### src/rtl/hdlverifier_capture_pkg.sv
// ---------------------------------------------------------------------------
// hdlverifier_capture_pkg
// Shared definitions for the capture sequencing controller: the controller
// state encoding and the default buffer geometry.
// Ports: none (package).
// ---------------------------------------------------------------------------
package hdlverifier_capture_pkg;

   localparam int CAP_ADDR_WIDTH = 10;
   localparam int DEPTH          = 2**CAP_ADDR_WIDTH;

   typedef enum logic [2:0] {
      ST_IDLE      = 3'd0,
      ST_PREFILL   = 3'd1,
      ST_WAIT_TRIG = 3'd2,
      ST_POST      = 3'd3,
      ST_READ      = 3'd4
   } cap_state_t;

endpackage

### src/rtl/hdlverifier_capture_rd_seq.sv
// ---------------------------------------------------------------------------
// hdlverifier_capture_rd_seq
// Read-phase sequencer: on i_start loads i_base and streams DEPTH read
// addresses through a valid/ready handshake, oldest sample first.
// Ports:
//   i_clk, i_reset   clock, synchronous active-high reset
//   i_clear          drop the stream (abort); valid falls on the next edge
//   i_start          single-cycle start, loads i_base and clears the beat count
//   i_base           first read address of the window
//   i_rd_ready       consumer accepts the current address
//   o_rd_valid       address stream active
//   o_rd_addr        current read address
//   o_rd_last        current beat is the final one of the window
//   o_done           final beat accepted this cycle
// ---------------------------------------------------------------------------
module hdlverifier_capture_rd_seq #(
   parameter int ADDR_WIDTH = 10
) (
   input  logic                  i_clk,
   input  logic                  i_reset,
   input  logic                  i_clear,
   input  logic                  i_start,
   input  logic [ADDR_WIDTH-1:0] i_base,
   input  logic                  i_rd_ready,
   output logic                  o_rd_valid,
   output logic [ADDR_WIDTH-1:0] o_rd_addr,
   output logic                  o_rd_last,
   output logic                  o_done
);

   logic                  r_valid;
   logic [ADDR_WIDTH-1:0] r_addr;
   logic [ADDR_WIDTH-1:0] r_beat;
   logic                  w_fire;
   logic                  w_last;

   assign w_fire = r_valid & i_rd_ready;
   // terminal beat is D-1, i.e. all ones
   assign w_last = r_valid & (r_beat == '1);

   always_ff @(posedge i_clk) begin
      if (i_reset) begin
         r_valid <= 1'b0;
         r_addr  <= '0;
         r_beat  <= '0;
      end else if (i_clear) begin
         r_valid <= 1'b0;
      end else if (i_start) begin
         r_valid <= 1'b1;
         r_addr  <= i_base;
         r_beat  <= '0;
      end else if (w_fire) begin
         r_addr <= r_addr + ADDR_WIDTH'(1);
         r_beat <= r_beat + ADDR_WIDTH'(1);
         if (w_last) begin
            r_valid <= 1'b0;
         end
      end
   end

   assign o_rd_valid = r_valid;
   assign o_rd_addr  = r_addr;
   assign o_rd_last  = w_last;
   assign o_done     = w_fire & w_last;

endmodule

### src/rtl/hdlverifier_capture_ctrl.sv
// ---------------------------------------------------------------------------
// hdlverifier_capture_ctrl
// Capture sequencing controller: arm, pre-trigger fill, trigger wait,
// post-trigger fill into a circular RAM of depth 2**ADDR_WIDTH, then stream
// the captured window's read addresses, oldest first.
// Ports:
//   i_clk, i_reset          clock, synchronous active-high reset
//   i_clk_enable            sample-valid qualifier
//   i_arm, i_abort          start a capture (IDLE only) / return to IDLE
//   i_trigger               comparator match for the sample written this cycle
//   i_trigger_position      pre-trigger sample count P, taken on accepted arm
//   o_wr_en, o_wr_addr      RAM write strobe (combinational) and address
//   o_trig_addr             address of the trigger sample
//   o_busy                  not IDLE
//   o_capture_done          one-cycle pulse on entry to READ
//   o_rd_valid, o_rd_addr   read address stream
//   i_rd_ready, o_rd_last   stream handshake / final beat marker
//
// state     | meaning
// IDLE      | waiting for arm, no writes
// PREFILL   | writing the P pre-trigger samples, trigger ignored
// WAIT_TRIG | writing circularly until an enabled trigger
// POST      | writing the D-P-1 post-trigger samples
// READ      | streaming the D read addresses of the window
// ---------------------------------------------------------------------------
module hdlverifier_capture_ctrl
   import hdlverifier_capture_pkg::*;
#(
   parameter int ADDR_WIDTH = CAP_ADDR_WIDTH
) (
   input  logic                  i_clk,
   input  logic                  i_reset,
   input  logic                  i_clk_enable,
   input  logic                  i_arm,
   input  logic                  i_abort,
   input  logic                  i_trigger,
   input  logic [ADDR_WIDTH-1:0] i_trigger_position,
   output logic                  o_wr_en,
   output logic [ADDR_WIDTH-1:0] o_wr_addr,
   output logic [ADDR_WIDTH-1:0] o_trig_addr,
   output logic                  o_busy,
   output logic                  o_capture_done,
   output logic                  o_rd_valid,
   output logic [ADDR_WIDTH-1:0] o_rd_addr,
   input  logic                  i_rd_ready,
   output logic                  o_rd_last
);

   cap_state_t            r_state;
   cap_state_t            w_next;
   logic [ADDR_WIDTH-1:0] r_wr_addr;
   logic [ADDR_WIDTH-1:0] r_trig_addr;
   logic [ADDR_WIDTH-1:0] r_p;
   logic [ADDR_WIDTH-1:0] r_pre_cnt;
   logic [ADDR_WIDTH-1:0] r_post_cnt;
   logic                  r_busy;
   logic                  r_capture_done;

   logic                  w_wr_en;
   logic                  w_arm_ok;
   logic                  w_trig_ok;
   logic                  w_rd_start;
   logic                  w_rd_done;
   logic [ADDR_WIDTH-1:0] w_rd_base;
   logic [ADDR_WIDTH-1:0] w_post_len;
   logic [ADDR_WIDTH-1:0] w_pre_inc;
   logic [ADDR_WIDTH-1:0] w_post_inc;

   // D-P-1 mod D is simply the bitwise complement of P
   assign w_post_len = ~r_p;
   assign w_pre_inc  = r_pre_cnt + ADDR_WIDTH'(1);
   assign w_post_inc = r_post_cnt + ADDR_WIDTH'(1);

   assign w_wr_en = i_clk_enable &
                    ((r_state == ST_PREFILL) | (r_state == ST_WAIT_TRIG) | (r_state == ST_POST));

   always_comb begin
      w_next    = r_state;
      w_arm_ok  = 1'b0;
      w_trig_ok = 1'b0;
      case (r_state)
         ST_IDLE: begin
            if (i_arm) begin
               w_arm_ok = 1'b1;
               w_next   = (i_trigger_position == '0) ? ST_WAIT_TRIG : ST_PREFILL;
            end
         end
         ST_PREFILL: begin
            if (i_clk_enable && (w_pre_inc == r_p)) begin
               w_next = ST_WAIT_TRIG;
            end
         end
         ST_WAIT_TRIG: begin
            if (i_clk_enable && i_trigger) begin
               w_trig_ok = 1'b1;
               w_next    = (w_post_len != '0) ? ST_POST : ST_READ;
            end
         end
         ST_POST: begin
            if (i_clk_enable && (w_post_inc == w_post_len)) begin
               w_next = ST_READ;
            end
         end
         ST_READ: begin
            if (w_rd_done) begin
               w_next = ST_IDLE;
            end
         end
         default: w_next = ST_IDLE;
      endcase
      if (i_abort) begin
         w_next    = ST_IDLE;
         w_arm_ok  = 1'b0;
         w_trig_ok = 1'b0;
      end
   end

   assign w_rd_start = (w_next == ST_READ) && (r_state != ST_READ);

   // On a direct WAIT_TRIG -> READ hop the trigger address is still being
   // loaded, so take it from the live write address instead.
   assign w_rd_base = ((r_state == ST_WAIT_TRIG) ? r_wr_addr : r_trig_addr) - r_p;

   always_ff @(posedge i_clk) begin
      if (i_reset) begin
         r_state        <= ST_IDLE;
         r_wr_addr      <= '0;
         r_trig_addr    <= '0;
         r_p            <= '0;
         r_pre_cnt      <= '0;
         r_post_cnt     <= '0;
         r_busy         <= 1'b0;
         r_capture_done <= 1'b0;
      end else begin
         r_state <= w_next;
         if (w_wr_en) begin
            r_wr_addr <= r_wr_addr + ADDR_WIDTH'(1);
         end
         if (w_arm_ok) begin
            r_p       <= i_trigger_position;
            r_pre_cnt <= '0;
         end else if ((r_state == ST_PREFILL) && i_clk_enable) begin
            r_pre_cnt <= w_pre_inc;
         end
         if (w_trig_ok) begin
            r_trig_addr <= r_wr_addr;
            r_post_cnt  <= '0;
         end else if ((r_state == ST_POST) && i_clk_enable) begin
            r_post_cnt <= w_post_inc;
         end
         r_busy         <= (w_next != ST_IDLE);
         r_capture_done <= w_rd_start;
      end
   end

   hdlverifier_capture_rd_seq #(
      .ADDR_WIDTH (ADDR_WIDTH)
   ) u_rd_seq (
      .i_clk      (i_clk),
      .i_reset    (i_reset),
      .i_clear    (i_abort),
      .i_start    (w_rd_start),
      .i_base     (w_rd_base),
      .i_rd_ready (i_rd_ready),
      .o_rd_valid (o_rd_valid),
      .o_rd_addr  (o_rd_addr),
      .o_rd_last  (o_rd_last),
      .o_done     (w_rd_done)
   );

   assign o_wr_en        = w_wr_en;
   assign o_wr_addr      = r_wr_addr;
   assign o_trig_addr    = r_trig_addr;
   assign o_busy         = r_busy;
   assign o_capture_done = r_capture_done;

endmodule

### config.mk
export PLATFORM = sky130hd
export DESIGN_NAME = hdlverifier_capture_ctrl
export DESIGN_NICKNAME = d
export VERILOG_FILES = /design/src/rtl/hdlverifier_capture_pkg.sv /design/src/rtl/hdlverifier_capture_rd_seq.sv /design/src/rtl/hdlverifier_capture_ctrl.sv
export SDC_FILE = /design/constraint.sdc
export NUM_CORES = 1
export LEC_CHECK = 0
export ABC_CLOCK_PERIOD_IN_PS = 8600
export CAP_MARGIN = 20
export CELL_PAD_IN_SITES_DETAIL_PLACEMENT = 1
export CELL_PAD_IN_SITES_GLOBAL_PLACEMENT = 1
export CORE_MARGIN = 10
export CORE_UTILIZATION = 36
export DETAILED_ROUTE_END_ITERATION = 10
export PLACE_DENSITY_LB_ADDON = 0.1
export SYNTH_ARGS = -nofsm -noshare
export SYNTH_HDL_FRONTEND = slang
export SYNTH_SLANG_ARGS = --single-unit
### constraint.sdc
create_clock -name i_clk -period 8.6 [get_ports i_clk]
set_clock_uncertainty 0.2 [all_clocks]
set_input_delay 1.72 -clock i_clk [delete_from_list [all_inputs] [get_ports i_clk]]
set_output_delay 1.72 -clock i_clk [all_outputs]
set_load 0.02 [all_outputs]
==> summary.txt, run 1 <==
Cells and area
  • Filler cells: 1496
  • N_diodes: 0
  • Layout overhead on the synthesized area: 20.10%
  • Share of layout cells above drive strength 1: 6.914%
  • Fin nets: 620
  • Register area: 1521 um2
  • Multi-input gate area: 2879 um2
  • Non-Filler Instances: approximately 770

Route
  • Drc violations: 0
  • Per-cell routed wire length: 17.75 um
  • Starting DRC count in detailed routing: approximately 220
  • DR vias: 4093
  • Antenna Nets Post-Route: 0
  • DRT Pass-1 Iters: 4
  • Vias per cell: between 5 and 6
  • Final Routed Wirelength: roughly 14000 um

Synth
  • Synth Register Bits: 76
  • Top FF cell, synth: dfxtp_1
  • Avg Cell Area, Syn: 8.342 um2
  • Post-Syn Area: roughly 4600 um2
  • Ys async rst share: 0%
  • Synth Instances: between 500 and 600
  • Ys Warns: 0
  • Top cell type's share of synthesized area: 33.16%
  • Top cells by area, synth: dfxtp_1 (33%), xor2_1 (6.9%), mux2i_1 (5.9%)
  • Synth Net Count: 582
  • Synth area leader: dfxtp_1
  • Cell variety after synth: a little under 60
  • Sequential share of the synthesized area: 33.16%
  • Number of synthesized flops with an enable pin: 0

Die
  • Die height: ~130 um
  • Row cnt: 41
  • # IOs: 52
  • Chip width: 132.9 um
  • Core Region: 12570 um2
  • Die Area: 17660 um2
  • Starting Density: a little over a third

Power
  • VDD IR max: 0.0001007 V
  • Leak: 1.979 nW
  • Logic pwr share: about 8%
  • Power share of the clock group: 47.0%
  • Sequential Power Share: 44.8%
  • P_sw: 0.0001975 W
  • Net Sw Frac: 24.47%
  • Pint: 0.0006095 W
  • Power Density: 146.5 nW/um2

Critical path
  • Register-to-register setup slack: 5.16 ns
  • RR Endpoint: u_rd_seq.o_rd_addr[9]$_SDFFE_PP0P_
  • Reg-to-Reg Start: r_state[1]$_SDFF_PP0_
  • WS Path Type: input pin to output pin
  • Crit-path max FO: 9
  • Setup crit start kind: input pin
  • Data arrival, critical path: 3.67 ns
  • Reg2reg path depth: 10
  • Setup crit end kind: output pin
  • Worst path required time: 6.68 ns

Clock network
  • Post CTS Setup Buffer Count: 0
  • Resize count post-CTS: 0
  • H-tree depth: 3
  • CTS tree: built
  • Clk Latency, worst-skew pair: 0.35 ns
  • Cts hold-fix bufs: 0
  • Root buffer cell: clkbuf_16
  • Clk buf depth: 2
  • Reg clk slew, reported paths: about 0.06 ns
  • Total clock sinks: 76
  • CTS Buf Count: 9

Timing
  • Hold Vio Cnt, Final: 0
  • RSZ-0062 raised after global routing: no
  • Pins Over Slew Limit: 0
  • Slew @ Worst Pin: between 1 and 1.5 ns
  • Rel. slew slack: 32.98%
  • Hold Slack: 0.2841 ns
  • Fmax: 0.1789 GHz
  • Minimum clock period: 5.588 ns
  • Final setup viols: 0
  • Final Cycle Share: between 60% and 70%
  • Setup TNS: 0 ns

Place
  • IO buf count: 51
  • Post-DP HPWL: 10300 um
  • DP Cell Count: 749
  • GPL Wtd Cong: 0.7688

Min path
  • Worst Hold Launch: u_rd_seq.r_beat[1]$_SDFFE_PP0P_
  • Hold path depth: 2
  • Hold Crit Class: flip-flop to flip-flop
  • Hold Path End: u_rd_seq.r_beat[1]$_SDFFE_PP0P_

Global routing
  • Vias in the first global route: 4312
  • Antenna violations before repair: 0
  • Congestion Overflow GR: 0
  • Largest net degree at the start of global routing: 54
  • First-pass GRT wire length: 22970 um
  • Tot GR Track Use: 15.90%

Job
  • Total of max-cap violations: 0

Outcome
  • Status: finished, final reports clean
==> worst max path at each step <==
stage / startpoint / endpoint / slack (ns)
floorplan: i_clk_enable / o_wr_en / 4.41
global placement: i_clk_enable / o_wr_en / 3.06
detailed placement: i_clk_enable / o_wr_en / 2.98
CTS: i_clk_enable / o_wr_en / 2.96
global route: i_clk_enable / o_wr_en / 2.91
finish: i_clk_enable / o_wr_en / 3.01
==> cell usage after synthesis, types with 4 or more instances <==
| cell | number |
|---|---|
| dfxtp_1 | 76 |
| ha_1 | 14 |
| mux2_1 | 6 |
| nand2_1 | 42 |
| and3_1 | 7 |
| nand4_1 | 17 |
| o211ai_1 | 6 |
| o31ai_1 | 6 |
| mux2_2 | 9 |
| inv_1 | 20 |
| xnor2_1 | 24 |
| o21ai_0 | 18 |
| or3_1 | 11 |
| o21ai_1 | 6 |
| clkbuf_1 | 17 |
| nand3_1 | 21 |
| nor3_1 | 16 |
| nor2_1 | 72 |
| mux2i_1 | 27 |
| xor2_1 | 36 |
| a21oi_1 | 15 |
| a21o_1 | 4 |
| and2_1 | 5 |
| a31oi_1 | 4 |
| buf_2 | 7 |
| nor4_1 | 10 |
==> power by group through the flow <==
stage | clock [W] | combinational, W | sequential [W]
floorplan | 0 | 0.0000426 | 0.000367
global placement | 0 | 0.0000647 | 0.000370
detailed placement | 0 | 0.0000663 | 0.000369
CTS | 0.000389 | 0.0000667 | 0.000362
global route | 0.000407 | 0.0000742 | 0.000362
finish | 0.000379 | 0.0000662 | 0.000362
==> layout make-up <==
type / instances / area share (%)
sequential: 76 / 27.61
inverter: 22 / 1.499
clock buffer: 13 / 5.086
tap: 172 / 3.906
timing repair buffer: 52 / 9.310
multi-input combinational: 427 / 52.25
clock inverter: 3 / 0.3406
==> layer usage <==
metal	up-vias	global-route usage [%]	wire length [um]
met5	-	0	0
met1	1979	20.08	6382
met2	69	25.82	6376
met4	0	3.729	157
li1	2035	-	-
met3	10	4.845	666
==> flip-flops by register name, summed over array words and instances (netlist names) <==
signal / cells
r_pre_cnt: 10
o_trig_addr: 10
r_state: 3
o_busy: 1
u_rd_seq.o_rd_valid: 1
o_capture_done: 1
r_post_cnt: 10
r_p: 10
u_rd_seq.o_rd_addr: 10
o_wr_addr: 10
u_rd_seq.r_beat: 10
==> stage by stage <==
| stage | setup slack (ns) | instance area (um2) | power (W) | util (%) |
|---|---|---|---|---|
| after floorplan | 4.406 | 4588 | 0.0004100 | - |
| after global placement | 3.061 | 5211 | 0.0004342 | 41.46 |
| after detailed placement | 2.977 | 5211 | 0.0004358 | 41.46 |
| after CTS | 2.963 | 5510 | 0.0008177 | 43.84 |
| after global routing | 2.907 | 5510 | 0.0008435 | 43.84 |
| final | 3.012 | 5510 | 0.0008070 | 43.84 |
==> cells in the final DEF, fill, tap and decap left out, types with 4 or more instances in the layout <==
cell type / count
dfxtp_1: 76
nor2_1: 72
clkdlybuf4s50_1: 50
nand2_1: 42
xor2_1: 36
mux2i_1: 27
xnor2_1: 24
nand3_1: 21
inv_1: 20
o21ai_0: 18
nand4_1: 17
nor3_1: 16
a21oi_1: 15
ha_1: 14
or3_1: 11
nor4_1: 10
mux2_2: 9
clkbuf_16: 9
and3_1: 7
o21ai_1: 6
o211ai_1: 6
o31ai_1: 6
mux2_1: 6
and2_1: 5
a21o_1: 4
a31oi_1: 4
clkbuf_8: 4
==> critical path: stages <==
cell,delay [ns]
clkdlybuf4s50_1,0.68
nor3b_2,0.55
clkdlybuf4s50_1,0.72
==> logic make-up (layout without fill, tap and decap cells) <==
logic type | after synthesis | in the layout | synth area share, %
AND/OR/NAND/NOR | 223 | 223 | 24.08
AO/OA/AOI/OAI | 87 | 87 | 13.28
flip-flops | 76 | 76 | 33.16
XOR/XNOR | 60 | 60 | 11.45
buffers and inverters | 47 | 90 | 4.200
multiplexers | 42 | 42 | 9.572
adder cells (fa/ha/maj) | 15 | 15 | 4.254
No activity file was read; power rests on OpenSTA's default activity.
==> run 2, diff against run 1 <==
--- a/config.mk
+++ b/config.mk
@@ -5,7 +5,7 @@
 export SDC_FILE = /design/constraint.sdc
 export NUM_CORES = 1
 export LEC_CHECK = 0
-export ABC_CLOCK_PERIOD_IN_PS = 8600
+export ABC_CLOCK_PERIOD_IN_PS = 4700
 export CAP_MARGIN = 20
 export CELL_PAD_IN_SITES_DETAIL_PLACEMENT = 1
 export CELL_PAD_IN_SITES_GLOBAL_PLACEMENT = 1
==> constraint.sdc (replaced) <==
create_clock -name i_clk -period 4.7 [get_ports i_clk]
set_clock_uncertainty 0.2 [all_clocks]
set_input_delay 0.94 -clock i_clk [delete_from_list [all_inputs] [get_ports i_clk]]
set_output_delay 0.94 -clock i_clk [all_outputs]
set_load 0.02 [all_outputs]
==> run 2 against run 1 <==
Non-clock buffer count grew 2. Via count grew 1.4%. Critical path depth grew 1. Combinational power grew 84%. Sequential share of layout area shrank 0.24 points. Sequential cell count is the same. Routed wire length is essentially flat. Worst setup slack lost 2.1 ns. First-iteration DRC count shrank 23%. Largest cell class unchanged.
==> summary.txt, run 2 (same netlist as run 1, synthesis figures left out) <==
Outcome
  • Status: finished, final reports clean

Clock network
  • Resize count post-CTS: 0
  • Clk Latency, worst-skew pair: 0.35 ns
  • Root buffer cell: clkbuf_16
  • Clk buf depth: 2
  • Reg clk slew, reported paths: 0.06 ns
  • Cts hold-fix bufs: 0
  • Total clock sinks: 76
  • H-tree depth: 3
  • CTS tree: built
  • Post CTS Setup Buffer Count: 0
  • CTS Buf Count: 9

Global routing
  • Congestion Overflow GR: 0
  • First-pass GRT wire length: between 20000 and 25000 um
  • Antenna violations before repair: 0
  • Largest net degree at the start of global routing: 53
  • Tot GR Track Use: between 10% and 20%
  • Vias in the first global route: 4344

Timing
  • Final Cycle Share: 80.65%
  • Slew @ Worst Pin: ~0.83 ns
  • Pins Over Slew Limit: 0
  • Setup TNS: 0 ns
  • Minimum clock period: about 3.8 ns
  • RSZ-0062 raised after global routing: no
  • Hold Vio Cnt, Final: 0
  • Fmax: 0.2638 GHz
  • Final setup viols: 0
  • Rel. slew slack: 44.55%

Die
  • Chip width: 132.9 um
  • # IOs: 52
  • Die Area: 17660 um2
  • Die height: between 100 and 150 um
  • Starting Density: 36.51%
  • Core Region: ~13000 um2
  • Row cnt: 41

Route
  • Final Routed Wirelength: between 10000 and 15000 um
  • Drc violations: 0
  • Antenna Nets Post-Route: 0
  • Per-cell routed wire length: 17.69 um
  • Starting DRC count in detailed routing: 168
  • DR vias: 4151
  • DRT Pass-1 Iters: 5
  • Vias per cell: approximately 5.4

Critical path
  • Critical-path top delay cell: clkdlybuf4s50_1
  • Register-to-register setup slack: 1.37 ns
  • Cell Chain, Critical Path: clkdlybuf4s50_1, nor3b_2, buf_4, clkdlybuf4s50_1
  • Reg2reg path depth: 12
  • Buf/Inv on CP: 3
  • Data arrival, critical path: 2.65 ns
  • RR Endpoint: u_rd_seq.o_rd_addr[8]$_SDFFE_PP0P_
  • Setup crit end kind: output pin
  • Worst path max stage delay: 0.66 ns
  • Reg-to-Reg Start: r_state[1]$_SDFF_PP0_
  • Crit. Startpoint: i_clk_enable
  • Worst path required time: between 3 and 4 ns
  • Most Frequent Cell on Critical Path: clkdlybuf4s50_1
  • Setup crit start kind: input pin
  • Crit-path max FO: 9
  • WS Path Type: input pin to output pin
  • CP top delay family: buffers and inverters

Place
  • Cell Area, Placed: approximately 5200 um2
  • IO buf count: 51
  • GPL Wtd Cong: 0.8040
  • Post-DP HPWL: ~10000 um

Power
  • Leak: 2.001 nW
  • VDD IR max: between 0.00015 and 0.0002 V
  • Power Density: 284.0 nW/um2

Cells and area
  • Layout overhead on the synthesized area: 21.16%
  • Fin nets: between 600 and 700
  • Final Core Density: around 44%
  • Filler cells: between 1000 and 1500
  • N_diodes: 0
  • Most frequent cells in the layout: dfxtp_1 (76), nor2_1 (72), clkdlybuf4s50_1 (50)
  • Final instance area: 5559 um2
  • Share of layout cells above drive strength 1: 6.891%
  • Commonest non-fill, non-tap cell in the layout: dfxtp_1

Min path
  • Worst Hold Launch: u_rd_seq.r_beat[1]$_SDFFE_PP0P_
  • Hold path depth: 2
  • Hold Crit Class: flip-flop to flip-flop
  • Hold Path End: u_rd_seq.r_beat[1]$_SDFFE_PP0P_

Job
  • Total of max-cap violations: 0
run 2: cell types whose count changed in the layout (fill, tap and decap cells not counted), sizes merged:
cell    change
clkbuf      -2
bufinv      +3
buf         +2
clkinv      -1
run 2: cell type report:
class | instances | area [um2] | share of cell area (%)
Tap cell | 172 | 215.2 | 3.871
Sequential cell | 76 | 1521 | 27.37
Multi-Input combinational cell | 427 | 2879 | 51.79
Timing Repair Buffer | 54 | 528.0 | 9.498
Clock buffer | 11 | 232.7 | 4.186
Clock inverter | 5 | 100.1 | 1.801
Inverter | 22 | 82.58 | 1.485
run 2: worst max path at each step:
stage	end	cells past startpoint
floorplan	u_rd_seq.o_rd_addr[8]$_SDFFE_PP0P_	12
global placement	o_wr_en	4
detailed placement	o_wr_en	4
CTS	o_wr_en	4
global route	o_wr_en	4
finish	o_wr_en	4
run 2: per-layer routing:
layer / up-vias / track usage, % / routed length [um]
met5: - / 0 / 0
met3: 17 / 3.369 / 512
li1: 2042 / - / -
met1: 2028 / 19.52 / 6446
met2: 64 / 25.54 / 6295
met4: 0 / 6.846 / 316
run 2: where the power goes:
group / total [W] / switching, W / internal (W)
registers: 0.000662 / 0.0000117 / 0.000650
logic: 0.000122 / 0.0000702 / 0.0000516
clock network: 0.000795 / 0.000278 / 0.000517
total: 0.00158 / 0.000360 / 0.00122
run 2: metrics by stage:
step | hold slack (ns) | worst slack (ns) | std cells | total power [W]
2_1_floorplan | 0.2488 | 1.419 | 550 | 0.0007502
3_3_place_gp | 0.2708 | 0.9377 | 751 | 0.0007958
3_5_place_dp | 0.2731 | 0.9244 | 751 | 0.0007988
4_1_cts | 0.2815 | 0.9137 | 767 | 0.001599
5_1_grt | 0.3073 | 0.8466 | 767 | 0.001643
6_report | 0.2774 | 0.9094 | 767 | 0.001579
run 2: worst reg2reg max path, stage by stage, from the launching register on:
cell,delay (ns)
dfxtp_1,0.38
nor3b_2,0.26
buf_4,0.25
mux2i_1,0.24
ha_1,0.20
inv_1,0.06
fa_1,0.39
a21o_1,0.20
a211oi_1,0.30
o21ai_0,0.17
and3_1,0.18
or3_1,0.30
mux2i_1,0.14
